`src/rtl/rop_csr_pkg.sv`:
```
// Shared types and constants for the ROP configuration front end:
// field layout, field indices, reset defaults and controller states.
package rop_csr_pkg;

    localparam int ROP_ADDR_BITS       = 32;
    localparam int ROP_PITCH_BITS      = 24;
    localparam int ROP_DEPTH_FUNC_BITS = 3;
    localparam int ROP_STENCIL_OP_BITS = 3;
    localparam int ROP_BLEND_MODE_BITS = 3;
    localparam int ROP_BLEND_FUNC_BITS = 4;
    localparam int ROP_LOGIC_OP_BITS   = 4;

    localparam logic [ROP_DEPTH_FUNC_BITS-1:0] ROP_DEPTH_FUNC_ALWAYS = 3'd7;
    localparam logic [ROP_STENCIL_OP_BITS-1:0] ROP_STENCIL_OP_KEEP   = 3'd0;
    localparam logic [ROP_BLEND_MODE_BITS-1:0] ROP_BLEND_MODE_ADD    = 3'd0;
    localparam logic [ROP_BLEND_FUNC_BITS-1:0] ROP_BLEND_FUNC_ZERO   = 4'd0;
    localparam logic [ROP_BLEND_FUNC_BITS-1:0] ROP_BLEND_FUNC_ONE    = 4'd1;
    localparam logic [ROP_LOGIC_OP_BITS-1:0]   ROP_LOGIC_OP_COPY     = 4'd3;

    // Field indices, in the same order as the struct members below.
    localparam logic [4:0] ROP_CSR_ZBUF_ADDR      = 5'd0;
    localparam logic [4:0] ROP_CSR_ZBUF_PITCH     = 5'd1;
    localparam logic [4:0] ROP_CSR_CBUF_ADDR      = 5'd2;
    localparam logic [4:0] ROP_CSR_CBUF_PITCH     = 5'd3;
    localparam logic [4:0] ROP_CSR_ZFUNC          = 5'd4;
    localparam logic [4:0] ROP_CSR_SFUNC          = 5'd5;
    localparam logic [4:0] ROP_CSR_ZFAIL          = 5'd6;
    localparam logic [4:0] ROP_CSR_ZPASS          = 5'd7;
    localparam logic [4:0] ROP_CSR_SFAIL          = 5'd8;
    localparam logic [4:0] ROP_CSR_BLEND_MODE_RGB = 5'd9;
    localparam logic [4:0] ROP_CSR_BLEND_MODE_A   = 5'd10;
    localparam logic [4:0] ROP_CSR_BLEND_SRC_RGB  = 5'd11;
    localparam logic [4:0] ROP_CSR_BLEND_SRC_A    = 5'd12;
    localparam logic [4:0] ROP_CSR_BLEND_DST_RGB  = 5'd13;
    localparam logic [4:0] ROP_CSR_BLEND_DST_A    = 5'd14;
    localparam logic [4:0] ROP_CSR_BLEND_CONST    = 5'd15;
    localparam logic [4:0] ROP_CSR_LOGIC_OP       = 5'd16;

    typedef struct packed {
        logic [ROP_ADDR_BITS-1:0]       zbuf_addr;
        logic [ROP_PITCH_BITS-1:0]      zbuf_pitch;
        logic [ROP_ADDR_BITS-1:0]       cbuf_addr;
        logic [ROP_PITCH_BITS-1:0]      cbuf_pitch;
        logic [ROP_DEPTH_FUNC_BITS-1:0] zfunc;
        logic [ROP_DEPTH_FUNC_BITS-1:0] sfunc;
        logic [ROP_STENCIL_OP_BITS-1:0] zfail;
        logic [ROP_STENCIL_OP_BITS-1:0] zpass;
        logic [ROP_STENCIL_OP_BITS-1:0] sfail;
        logic [ROP_BLEND_MODE_BITS-1:0] blend_mode_rgb;
        logic [ROP_BLEND_MODE_BITS-1:0] blend_mode_a;
        logic [ROP_BLEND_FUNC_BITS-1:0] blend_src_rgb;
        logic [ROP_BLEND_FUNC_BITS-1:0] blend_src_a;
        logic [ROP_BLEND_FUNC_BITS-1:0] blend_dst_rgb;
        logic [ROP_BLEND_FUNC_BITS-1:0] blend_dst_a;
        logic [31:0]                    blend_const;
        logic [ROP_LOGIC_OP_BITS-1:0]   logic_op;
    } rop_csrs_t;

    localparam rop_csrs_t ROP_CSRS_DEFAULT = '{
        zbuf_addr:      '0,
        zbuf_pitch:     '0,
        cbuf_addr:      '0,
        cbuf_pitch:     '0,
        zfunc:          ROP_DEPTH_FUNC_ALWAYS,
        sfunc:          ROP_DEPTH_FUNC_ALWAYS,
        zfail:          ROP_STENCIL_OP_KEEP,
        zpass:          ROP_STENCIL_OP_KEEP,
        sfail:          ROP_STENCIL_OP_KEEP,
        blend_mode_rgb: ROP_BLEND_MODE_ADD,
        blend_mode_a:   ROP_BLEND_MODE_ADD,
        blend_src_rgb:  ROP_BLEND_FUNC_ONE,
        blend_src_a:    ROP_BLEND_FUNC_ONE,
        blend_dst_rgb:  ROP_BLEND_FUNC_ZERO,
        blend_dst_a:    ROP_BLEND_FUNC_ZERO,
        blend_const:    '0,
        logic_op:       ROP_LOGIC_OP_COPY
    };

    typedef enum logic [1:0] {
        ST_IDLE  = 2'd0,
        ST_DRAIN = 2'd1,
        ST_APPLY = 2'd2
    } rop_csr_state_e;

endpackage

```
`src/rtl/rop_csr_regs.sv`:
```
// Shadow register set: write decode with per-field truncation and a
// zero-extending read mux.
module rop_csr_regs
    import rop_csr_pkg::*;
#(
    parameter int NUM_FIELDS = 17,
    parameter int ADDR_BITS  = 5
) (
    input  logic                 clk,
    input  logic                 reset,
    input  logic                 wr_en,
    input  logic [ADDR_BITS-1:0] wr_addr,
    input  logic [31:0]          wr_data,
    input  logic [ADDR_BITS-1:0] rd_addr,
    output logic [31:0]          rd_data,
    output rop_csrs_t            shadow
);

    rop_csrs_t shadow_q, shadow_d;

    always_comb begin
        shadow_d = shadow_q;
        if (wr_en && (int'(wr_addr) < NUM_FIELDS)) begin
            case (5'(wr_addr))
                ROP_CSR_ZBUF_ADDR:      shadow_d.zbuf_addr      = wr_data;
                ROP_CSR_ZBUF_PITCH:     shadow_d.zbuf_pitch     = wr_data[ROP_PITCH_BITS-1:0];
                ROP_CSR_CBUF_ADDR:      shadow_d.cbuf_addr      = wr_data;
                ROP_CSR_CBUF_PITCH:     shadow_d.cbuf_pitch     = wr_data[ROP_PITCH_BITS-1:0];
                ROP_CSR_ZFUNC:          shadow_d.zfunc          = wr_data[ROP_DEPTH_FUNC_BITS-1:0];
                ROP_CSR_SFUNC:          shadow_d.sfunc          = wr_data[ROP_DEPTH_FUNC_BITS-1:0];
                ROP_CSR_ZFAIL:          shadow_d.zfail          = wr_data[ROP_STENCIL_OP_BITS-1:0];
                ROP_CSR_ZPASS:          shadow_d.zpass          = wr_data[ROP_STENCIL_OP_BITS-1:0];
                ROP_CSR_SFAIL:          shadow_d.sfail          = wr_data[ROP_STENCIL_OP_BITS-1:0];
                ROP_CSR_BLEND_MODE_RGB: shadow_d.blend_mode_rgb = wr_data[ROP_BLEND_MODE_BITS-1:0];
                ROP_CSR_BLEND_MODE_A:   shadow_d.blend_mode_a   = wr_data[ROP_BLEND_MODE_BITS-1:0];
                ROP_CSR_BLEND_SRC_RGB:  shadow_d.blend_src_rgb  = wr_data[ROP_BLEND_FUNC_BITS-1:0];
                ROP_CSR_BLEND_SRC_A:    shadow_d.blend_src_a    = wr_data[ROP_BLEND_FUNC_BITS-1:0];
                ROP_CSR_BLEND_DST_RGB:  shadow_d.blend_dst_rgb  = wr_data[ROP_BLEND_FUNC_BITS-1:0];
                ROP_CSR_BLEND_DST_A:    shadow_d.blend_dst_a    = wr_data[ROP_BLEND_FUNC_BITS-1:0];
                ROP_CSR_BLEND_CONST:    shadow_d.blend_const    = wr_data;
                ROP_CSR_LOGIC_OP:       shadow_d.logic_op       = wr_data[ROP_LOGIC_OP_BITS-1:0];
                default: ;
            endcase
        end
    end

    always_comb begin
        rd_data = '0;
        if (int'(rd_addr) < NUM_FIELDS) begin
            case (5'(rd_addr))
                ROP_CSR_ZBUF_ADDR:      rd_data = shadow_q.zbuf_addr;
                ROP_CSR_ZBUF_PITCH:     rd_data = 32'(shadow_q.zbuf_pitch);
                ROP_CSR_CBUF_ADDR:      rd_data = shadow_q.cbuf_addr;
                ROP_CSR_CBUF_PITCH:     rd_data = 32'(shadow_q.cbuf_pitch);
                ROP_CSR_ZFUNC:          rd_data = 32'(shadow_q.zfunc);
                ROP_CSR_SFUNC:          rd_data = 32'(shadow_q.sfunc);
                ROP_CSR_ZFAIL:          rd_data = 32'(shadow_q.zfail);
                ROP_CSR_ZPASS:          rd_data = 32'(shadow_q.zpass);
                ROP_CSR_SFAIL:          rd_data = 32'(shadow_q.sfail);
                ROP_CSR_BLEND_MODE_RGB: rd_data = 32'(shadow_q.blend_mode_rgb);
                ROP_CSR_BLEND_MODE_A:   rd_data = 32'(shadow_q.blend_mode_a);
                ROP_CSR_BLEND_SRC_RGB:  rd_data = 32'(shadow_q.blend_src_rgb);
                ROP_CSR_BLEND_SRC_A:    rd_data = 32'(shadow_q.blend_src_a);
                ROP_CSR_BLEND_DST_RGB:  rd_data = 32'(shadow_q.blend_dst_rgb);
                ROP_CSR_BLEND_DST_A:    rd_data = 32'(shadow_q.blend_dst_a);
                ROP_CSR_BLEND_CONST:    rd_data = shadow_q.blend_const;
                ROP_CSR_LOGIC_OP:       rd_data = 32'(shadow_q.logic_op);
                default:                rd_data = '0;
            endcase
        end
    end

    always_ff @(posedge clk) begin
        if (reset) begin
            shadow_q <= ROP_CSRS_DEFAULT;
        end else begin
            shadow_q <= shadow_d;
        end
    end

    assign shadow = shadow_q;

endmodule

```
`src/rtl/rop_csr_unit.sv`:
```
// ROP configuration front end: shadow writes, drain-then-apply commit,
// active copy driving the pipeline, and a commit epoch counter.
//   state | meaning
//   IDLE  | accepting writes, waiting for a commit request
//   DRAIN | pipeline entry stalled, waiting for rop_idle
//   APPLY | one cycle: shadow copied to active, epoch incremented
module rop_csr_unit
    import rop_csr_pkg::*;
#(
    parameter int NUM_FIELDS = 17,
    parameter int ADDR_BITS  = 5,
    parameter int EPOCH_BITS = 8
) (
    input  logic                          clk,
    input  logic                          reset,
    input  logic                          csr_wr_valid,
    input  logic [ADDR_BITS-1:0]          csr_wr_addr,
    input  logic [31:0]                   csr_wr_data,
    output logic                          csr_wr_ready,
    input  logic [ADDR_BITS-1:0]          csr_rd_addr,
    output logic [31:0]                   csr_rd_data,
    input  logic                          csr_commit,
    input  logic                          rop_idle,
    output logic                          rop_stall,
    output logic [$bits(rop_csrs_t)-1:0]  rop_csrs,
    output logic [EPOCH_BITS-1:0]         csr_epoch,
    output logic                          busy
);

    rop_csr_state_e        state_q, state_d;
    rop_csrs_t             active_q, active_d;
    rop_csrs_t             shadow;
    logic [EPOCH_BITS-1:0] epoch_q, epoch_d;
    logic                  wr_ready_q, wr_ready_d;
    logic                  stall_q, stall_d;
    logic                  busy_q, busy_d;
    logic                  wr_en;

    assign wr_en = csr_wr_valid & wr_ready_q;

    rop_csr_regs #(
        .NUM_FIELDS (NUM_FIELDS),
        .ADDR_BITS  (ADDR_BITS)
    ) u_regs (
        .clk     (clk),
        .reset   (reset),
        .wr_en   (wr_en),
        .wr_addr (csr_wr_addr),
        .wr_data (csr_wr_data),
        .rd_addr (csr_rd_addr),
        .rd_data (csr_rd_data),
        .shadow  (shadow)
    );

    always_comb begin
        state_d  = state_q;
        active_d = active_q;
        epoch_d  = epoch_q;
        case (state_q)
            ST_IDLE:  if (csr_commit) state_d = ST_DRAIN;
            ST_DRAIN: if (rop_idle)   state_d = ST_APPLY;
            ST_APPLY: begin
                active_d = shadow;
                epoch_d  = epoch_q + EPOCH_BITS'(1);
                state_d  = ST_IDLE;
            end
            default:  state_d = ST_IDLE;
        endcase
        // Status outputs are registered, so derive them from the next state.
        wr_ready_d = (state_d == ST_IDLE);
        stall_d    = (state_d != ST_IDLE);
        busy_d     = (state_d != ST_IDLE);
    end

    always_ff @(posedge clk) begin
        if (reset) begin
            state_q    <= ST_IDLE;
            active_q   <= ROP_CSRS_DEFAULT;
            epoch_q    <= '0;
            wr_ready_q <= 1'b1;
            stall_q    <= 1'b0;
            busy_q     <= 1'b0;
        end else begin
            state_q    <= state_d;
            active_q   <= active_d;
            epoch_q    <= epoch_d;
            wr_ready_q <= wr_ready_d;
            stall_q    <= stall_d;
            busy_q     <= busy_d;
        end
    end

    assign csr_wr_ready = wr_ready_q;
    assign rop_stall    = stall_q;
    assign busy         = busy_q;
    assign rop_csrs     = active_q;
    assign csr_epoch    = epoch_q;

endmodule

```
`config.mk`:
```
export PLATFORM = sky130hd
export DESIGN_NAME = rop_csr_unit
export DESIGN_NICKNAME = d
export VERILOG_FILES = /design/src/rtl/rop_csr_pkg.sv /design/src/rtl/rop_csr_regs.sv /design/src/rtl/rop_csr_unit.sv
export SDC_FILE = /design/constraint.sdc
export NUM_CORES = 1
export LEC_CHECK = 0
export BUFFER_PORTS_ARGS = -buffer_cell sky130_fd_sc_hd__buf_2
export CORE_ASPECT_RATIO = 0.7
export CORE_MARGIN = 3
export CORE_UTILIZATION = 50
export CTS_BUF_LIST = sky130_fd_sc_hd__clkbuf_4 sky130_fd_sc_hd__clkbuf_8
export CTS_CLUSTER_DIAMETER = 80
export DETAILED_ROUTE_END_ITERATION = 10
export PLACE_DENSITY = 0.73
export SYNTH_ARGS = -nofsm -noshare
export SYNTH_HDL_FRONTEND = slang
export SYNTH_SLANG_ARGS = --single-unit
```
`constraint.sdc`:
```
create_clock -name clk -period 2 [get_ports clk]
set_input_delay 0.4 -clock clk [delete_from_list [all_inputs] [get_ports clk]]
set_output_delay 0.4 -clock clk [all_outputs]
set_load 0.02 [all_outputs]
```
==> metrics.md, run 1 <==
| Metric | Value |
|---|---|
| Worst path arrival time | approximately 2 ns |
| Initial antenna violation count | 2 |
| Worst Hold Launch | csr_wr_data[30] |
| Hold Fails Final Rpt | 0 |
| Residual DRC | 0 |
| Max Freq | 419 MHz |
| Slew @ Worst Pin | around 0.57 ns |
| First-pass DRT Iterations | 8 |
| Startpoint Class | flip-flop |
| GRT Total Usage | a little under a third |
| R2R Setup Slk | between 0.2 and 0.25 ns |
| Multi-input gate area | ~0.0065 mm2 |
| EDFF count, synth | 0 |
| Worst min path class | in -> reg |
| First-pass GRT wire length | roughly 76 mm |
| Layout cells sized above 1 | approximately 26% |
| Synthesized area per cell | about 8 um2 |
| Grt total ovfl | 0 |
| Cells along the critical path | mux2i_2, o32ai_2, nor4_2, o211ai_1, buf_4 |
| Final cycle utilization of the critical path | 119% |
| Skew final | around 0.012 ns |
| Area share of the largest cell type after synthesis | between 50% and 60% |
| Sink Count | between 300 and 400 |
| Final min period | 2.39 ns |
| Row cnt | 51 |
| Overall Power | approximately 0.015 W |
| Layout area overhead | 29.7% |
| Routed wire length | approximately 49 mm |
| RSZ-0062 raised after global routing | yes |
| Placed inst area | between 0.015 and 0.02 mm2 |
| Worst r2r dst | u_regs.shadow[166]$_SDFFE_PP0P_ |
| Setup crit end kind | primary output |
| R2R Path Start | csr_wr_ready$_SDFF_PP1_ |
| DR WL/cell | 19.4 um |
| Worst skew pair latency | 0.61 ns |
| Starting density of the core | roughly half |
| Synth area leaders | dfxtp_1 (52%), nand2_1 (18%), a21oi_1 (11%) |
| Core Footprint | about 0.028 mm2 |
| Reg area | 0.00767 mm2 |
| Largest net degree at the start of global routing | 112 |
| CTS Buffer Depth | 3 |
| Crit-path slowest cell | dfxtp_1 |
| Fin. max-slew vios | 0 |
| Depth of the worst register-to-register path | 5 |
| Post-synth top area cell | dfxtp_1 |
| CP required | 1.60 ns |
| CTS tree | yes |
| First DRT Iteration DRCs | approximately 1400 |
| Yosys cell types | 56 |
| Nets | between 2000 and 2500 |
| Register bit count reported by yosys | 382 |
| Crit path kind | reg -> out |
| # fillers | ~2400 |
| Commonest non-fill, non-tap cells in the layout | nand2_1 (684), dfxtp_1 (369), a21oi_1 (322) |
| Total CTS buffers | 57 |
| Lkg Pwr | about 7.6 nW |
| Hold path endpoint | u_regs.shadow[34]$_SDFFE_PP0P_ |
| Syn nets | around 1900 |
| Final critical-path setup slack | -0.387 ns |
| Seq/Total Area, Yosys | a little over half |
| Critical-path maximum fanout | 3 |
| WHS Path Cells | 3 |
| Routability congestion estimate | approximately 0.95 |
| Failing checks | negative setup slack |
| CP bufs+invs | 1 |
| Total number of vias | about 14000 |
| Die Ht | around 150 um |
| CTS root buf | clkbuf_8 |
| I/O Pins | roughly 280 |
| CP peak stage delay | between 0.3 and 0.4 ns |
| Share of synthesized registers carrying an async set or reset | 0% |
| Power Density | 815 mW/mm2 |
| Synth warnings | 0 |
| Post-route cell area | around 0.019 mm2 |
| Top FF cell, synth | dfxtp_1 |
| Max cap viols | 0 |
| Clock transition at path regs | about 0.070 ns |
| Vias in the first global route | about 13000 |
| Ant diodes | 0 |
| Hpwl dp | between 30 and 40 mm |
| Final setup fails | 32 |
| Mapped cell area | approximately 0.015 mm2 |
| H-tree depth | 2 |
| Top delay family on crit path | flip-flops |
| Status | finished, violations left |
| Die width | around 210 um |
| Buffers added on ports | roughly 270 |
| VDD IR max | 592 uV |
| Commonest non-fill, non-tap cell in the layout | nand2_1 |
| Syn Inst Count | 1834 |
| Die area | approximately 0.031 mm2 |
| Vias per cell | ~5.6 |
| Max transition margin | about three fifths |
| CP startpoint | u_regs.shadow[61]$_SDFFE_PP0P_ |
| Final ANT Viol Nets | 0 |
==> cell usage after synthesis, drive strengths merged, types with 6 or more instances <==
| master | number |
|---|---|
| dfxtp | 382 |
| inv | 17 |
| nor2 | 55 |
| a21oi | 322 |
| and3 | 15 |
| nand2 | 687 |
| a22oi | 22 |
| clkbuf | 86 |
| a211o | 11 |
| mux2i | 44 |
| nor2b | 8 |
| nand3 | 10 |
| nand4 | 8 |
| buf | 63 |
| xor2 | 6 |
| a222oi | 30 |
| nand3b | 15 |
==> tightest hold or removal path, stage by stage <==
cell,delay [ns]
buf_2,0.12
nand2_1,0.05
a21oi_1,0.05
==> routing by layer <==
| metal | global-route usage (%) | part of all wire, % | vias up |
|---|---|---|---|
| li1 | - | - | 6705 |
| met1 | 43.6 | 45 | 6791 |
| met2 | 45.2 | 43 | 674 |
| met3 | 7.84 | 10 | 90 |
| met4 | 8.36 | 2.1 | 4 |
| met5 | 0 | 0.065 | - |
==> repair_timing <==
item | in CTS | in global routing
hold buffers | 1 | 0
resized for setup | 142 | 23
setup endpoints to repair | 32 | 32
pin swaps | 28 | 19
hold endpoints to repair | 1 | 0
cloned | 8 | 0
buffers inserted | 28 | 4
==> report_power, final <==
part / total [W] / switching, W / internal [W]
clock network: 0.00703 / 0.00302 / 0.00401
logic: 0.000770 / 0.000503 / 0.000267
registers: 0.00768 / 0.0000370 / 0.00764
total: 0.0155 / 0.00356 / 0.0119
==> worst max path at each step <==
| stage | endpoint | slack [ns] | cells after the start |
|---|---|---|---|
| 2_1_floorplan | csr_rd_data[10] | 0.005 | 7 |
| 3_3_place_gp | csr_rd_data[1] | -0.29 | 6 |
| 3_5_place_dp | csr_rd_data[1] | -0.29 | 6 |
| 4_1_cts | csr_rd_data[0] | -0.46 | 5 |
| 5_1_grt | csr_rd_data[0] | -0.47 | 5 |
| 6_report | csr_rd_data[0] | -0.39 | 5 |
==> area by class of cell <==
class                   instances  share of cell area (%)
repair buffers                385                    15.7
inverters                      17                   0.336
clock inverters                 5                   0.277
multi-input cells            1286                    34.4
clock buffers                  98                    6.54
flip-flops and latches        382                    40.4
well taps                     371                    2.44
==> state kept, by name, summed over array words and instances, names as in the netlist <==
register,cells
csr_wr_ready,1
state_q,2
csr_epoch,8
busy,1
rop_csrs,185
u_regs.shadow,185
==> cell families after synthesis <==
| group | synth area share, % |
|---|---|
| AND/OR/NAND/NOR | 23.1 |
| AO/OA/AOI/OAI | 15.9 |
| flip-flops | 52.2 |
| buffers and inverters | 5.04 |
| multiplexers | 3.24 |
| XOR/XNOR | 0.418 |
| adder cells (fa/ha/maj) | 0.0854 |
==> metrics by stage <==
step	instances	TNS (ns)	hold WS, ns	setup WS [ns]	util (%)
3_5_place_dp	2412	-8.38	0.443	-0.293	59.2
3_3_place_gp	2412	-7.86	0.439	-0.293	59.2
5_1_grt	2544	-11.04	0.0443	-0.468	67.1
4_1_cts	2549	-11.63	0.0296	-0.465	67.1
6_report	2544	-9.48	0.0601	-0.387	67.1
2_1_floorplan	1834	0	0.439	0.00487	-
(Power assumes the default switching activity.)
==> run 2, diff against run 1 <==
- CORE_UTILIZATION: 50 -> 40
- PLACE_DENSITY: 0.73 -> unset
- PLACE_DENSITY_LB_ADDON: unset -> 0.25
- RECOVER_POWER: unset -> 50
==> run 2 against run 1 <==
Utilization decreased by 13 points. Routed wire length grew 3.7%. Flip-flop and latch count unchanged. The run still ends with negative setup slack left. Die area increased by 24%. Highest routed layer unchanged. Critical endpoint unchanged. Hold slack about the same.
==> metrics.md, run 2 (synthesized netlist as in run 1, its figures left out) <==
| Metric | Value |
|---|---|
| Failing checks | negative setup slack |
| Max transition margin | 41.6% (-20 points) |
| Max cap viols | 0 (unchanged) |
| Residual DRC | 0 (unchanged) |
| Clock transition at path regs | 0.07 ns (about the same) |
| Lkg Pwr | 6.99 nW (-8.2%) |
| RSZ-0062 raised after global routing | yes |
| Depth of the worst register-to-register path | 4 (-1) |
| CP startpoint | u_regs.shadow[58]$_SDFFE_PP0P_ |
| Core Footprint | 0.0354 mm2 (+25%) |
| Vias per cell | 5.35 (-4.6%) |
| Hold Fails Final Rpt | 0 (unchanged) |
| First-pass DRT Iterations | 8 (unchanged) |
| Final min period | 2.52 ns (+0.136 ns) |
| R2R Path Start | state_q[1]$_SDFF_PP0_ |
| Starting density of the core | 41.4% (-10 points) |
| Setup crit end | csr_rd_data[0] |
| Reg power frac | 47.6% (-2.0 points) |
| Largest net degree at the start of global routing | 88 (-21%) |
| Vias in the first global route | 13425 (+0.22%) |
| Final core occ | 53.9% (-13 points) |
| Critical-path maximum fanout | 2 (-1) |
| Routed wire length | 51.1 mm (+3.7%) |
| H-tree depth | 2 (unchanged) |
| Die area | 0.0390 mm2 (+24%) |
| CTS Buffer Depth | 3 (unchanged) |
| Clock power frac | 47.6% (+2.2 points) |
| Layout area overhead | 30.2% |
| Fin cells | 2656 (+4.4%) |
| CP required | 1.60 ns (about the same) |
| R2R Setup Slk | -0.09 ns (-0.31 ns) |
| Power Density | 845 mW/mm2 (+3.7%) |
| DR WL/cell | 19.3 um (-0.66%) |
| Slew @ Worst Pin | 0.874 ns (+0.300 ns) |
| Row cnt | 57 (+12%) |
| Die width | 235 um (+11%) |
| VDD IR max | 558 uV (-5.9%) |
| Status | finished, violations left |
| Overall Power | 0.0161 W (+4.1%) |
| Hpwl dp | 33.8 mm (+5.7%) |
| Worst min path class | in -> reg |
| Buffers added on ports | 274 (unchanged) |
| Commonest non-fill, non-tap cells in the layout | nand2_1 (684), dfxtp_1 (364), a21oi_1 (322) |
| CTS root buf | clkbuf_8 |
| Worst r2r dst | rop_csrs[85]$_SDFFE_PP0N_ |
| Crit path kind | reg -> out |
| Worst path arrival time | 2.12 ns (+0.13 ns) |
| Fin. max-slew vios | 0 (unchanged) |
| Internal Power | 0.0125 W (+4.7%) |
| First-pass GRT wire length | 79.5 mm (+5.2%) |
| Routability congestion estimate | 0.926 (-2.8%) |
| I/O Pins | 275 (unchanged) |
| Worst skew pair latency | 0.62 ns (about the same) |
| Switching Fraction | 22.5% (-0.46 points) |
| Startpoint Class | flip-flop |
| Final cycle utilization of the critical path | 126% (+6.8 points) |
| Gate power share | 4.7% (-0.3 points) |
| Final ANT Viol Nets | 0 (unchanged) |
| Grt total ovfl | 0 (unchanged) |
| GRT Total Usage | 25.4% (-4.9 points) |
| # fillers | 3436 (+44%) |
| CTS tree | yes |
| Commonest non-fill, non-tap cell in the layout | nand2_1 |
| First DRT Iteration DRCs | 1450 (+0.90%) |
| Nets | 2184 (+0.32%) |
| Final critical-path setup slack | -0.523 ns (-0.136 ns) |
| Final setup fails | 115 (+260%) |
| Setup crit end kind | primary output |
| Initial antenna violation count | 2 (unchanged) |
| Max Freq | 396 MHz (-5.4%) |
| Total CTS buffers | 58 (+1.8%) |
| Psw | 0.00363 W (+2.0%) |
| Die Ht | 166 um (+11%) |
| Sink Count | 382 (unchanged) |
| Inst Count DP | 2517 (+4.4%) |
| Layout cells sized above 1 | 18.5% (-7.2 points) |
| Skew final | 0.0284 ns (+0.0160 ns) |
| Total number of vias | 14204 (-0.42%) |
run 2: changes by cell type in the layout (fill, tap and decap cells not counted), sizes merged:
cell,change
buf,-164
bufinv,+5
clkbuf,+166
clkinv,+2
diode,+1
dlygate4sd3,+1
run 2: area by class of cell:
type	count	area (um2)	share of cell area, %
Clock buffer	95	1210	6.33
Tap cell	472	591	3.10
Clock inverter	12	213	1.12
Inverter	17	63.8	0.335
Multi-Input combinational cell	1286	6510	34.1
Antenna cell	1	2.50	0.0131
Timing Repair Buffer	391	2810	14.7
Sequential cell	382	7680	40.3
run 2: metal layers:
layer  global-route usage, %  part of all wire (%)  up-vias
li1                        -                     -     6735
met4                    5.74                   1.7        2
met1                    37.1                    46     6829
met3                    5.05                   8.7       66
met2                    38.6                    43      572
met5                       0                 0.025        -
run 2: through the flow:
step	hold slack (ns)	instance area (um2)	TNS, ns	setup WS (ns)
after global placement	0.440	17000	-8.03	-0.316
after CTS	0.00726	19200	-9.48	-0.613
after global routing	0.0263	19100	-34.98	-0.628
after detailed placement	0.443	17000	-8.86	-0.355
final	0.0602	19100	-13.01	-0.523
after floorplan	0.439	14700	0	0.00487
run 2: worst min-delay path by stage:
stage	start	endpoint	slack [ns]	cells after the start
after global placement	rop_csrs[131]$_SDFFE_PP0N_	rop_csrs[131]$_SDFFE_PP0N_	0.44	2
final	csr_wr_data[29]	u_regs.shadow[182]$_SDFFE_PP0P_	0.06	3
after detailed placement	rop_csrs[100]$_SDFFE_PP0N_	rop_csrs[100]$_SDFFE_PP0N_	0.44	2
after global routing	csr_wr_data[14]	u_regs.shadow[18]$_SDFFE_PP0P_	0.03	3
after CTS	csr_wr_data[29]	u_regs.shadow[182]$_SDFFE_PP0P_	0.007	3
after floorplan	u_regs.shadow[55]$_SDFFE_PP0P_	rop_csrs[55]$_SDFFE_PP0N_	0.44	2
run 2: power groups by stage:
stage	clock [W]	sequential (W)	combinational, W
finish	0.00767	0.00768	0.000765
global route	0.00820	0.00768	0.000816
CTS	0.00783	0.00768	0.000760
detailed placement	0	0.00785	0.000691
global placement	0	0.00785	0.000689
floorplan	0	0.00785	0.000359
run 2: repair_timing:
item                       4_1_cts  5_1_grt
hold endpoints to repair         3        0
hold buffers                     2        0
setup endpoints to repair       32       32
pin swaps                       42       16
resized for setup              145       13
buffers inserted                20        1
gates cloned                     8        0
run 2: worst max-delay path, stage by stage, from the launching register on:
cell and delay (ns):
dfxtp_2 0.32, or3b_4 0.38, a211oi_4 0.22, nor4_2 0.07, o211ai_1 0.24, buf_4 0.17
buf_6 0.11
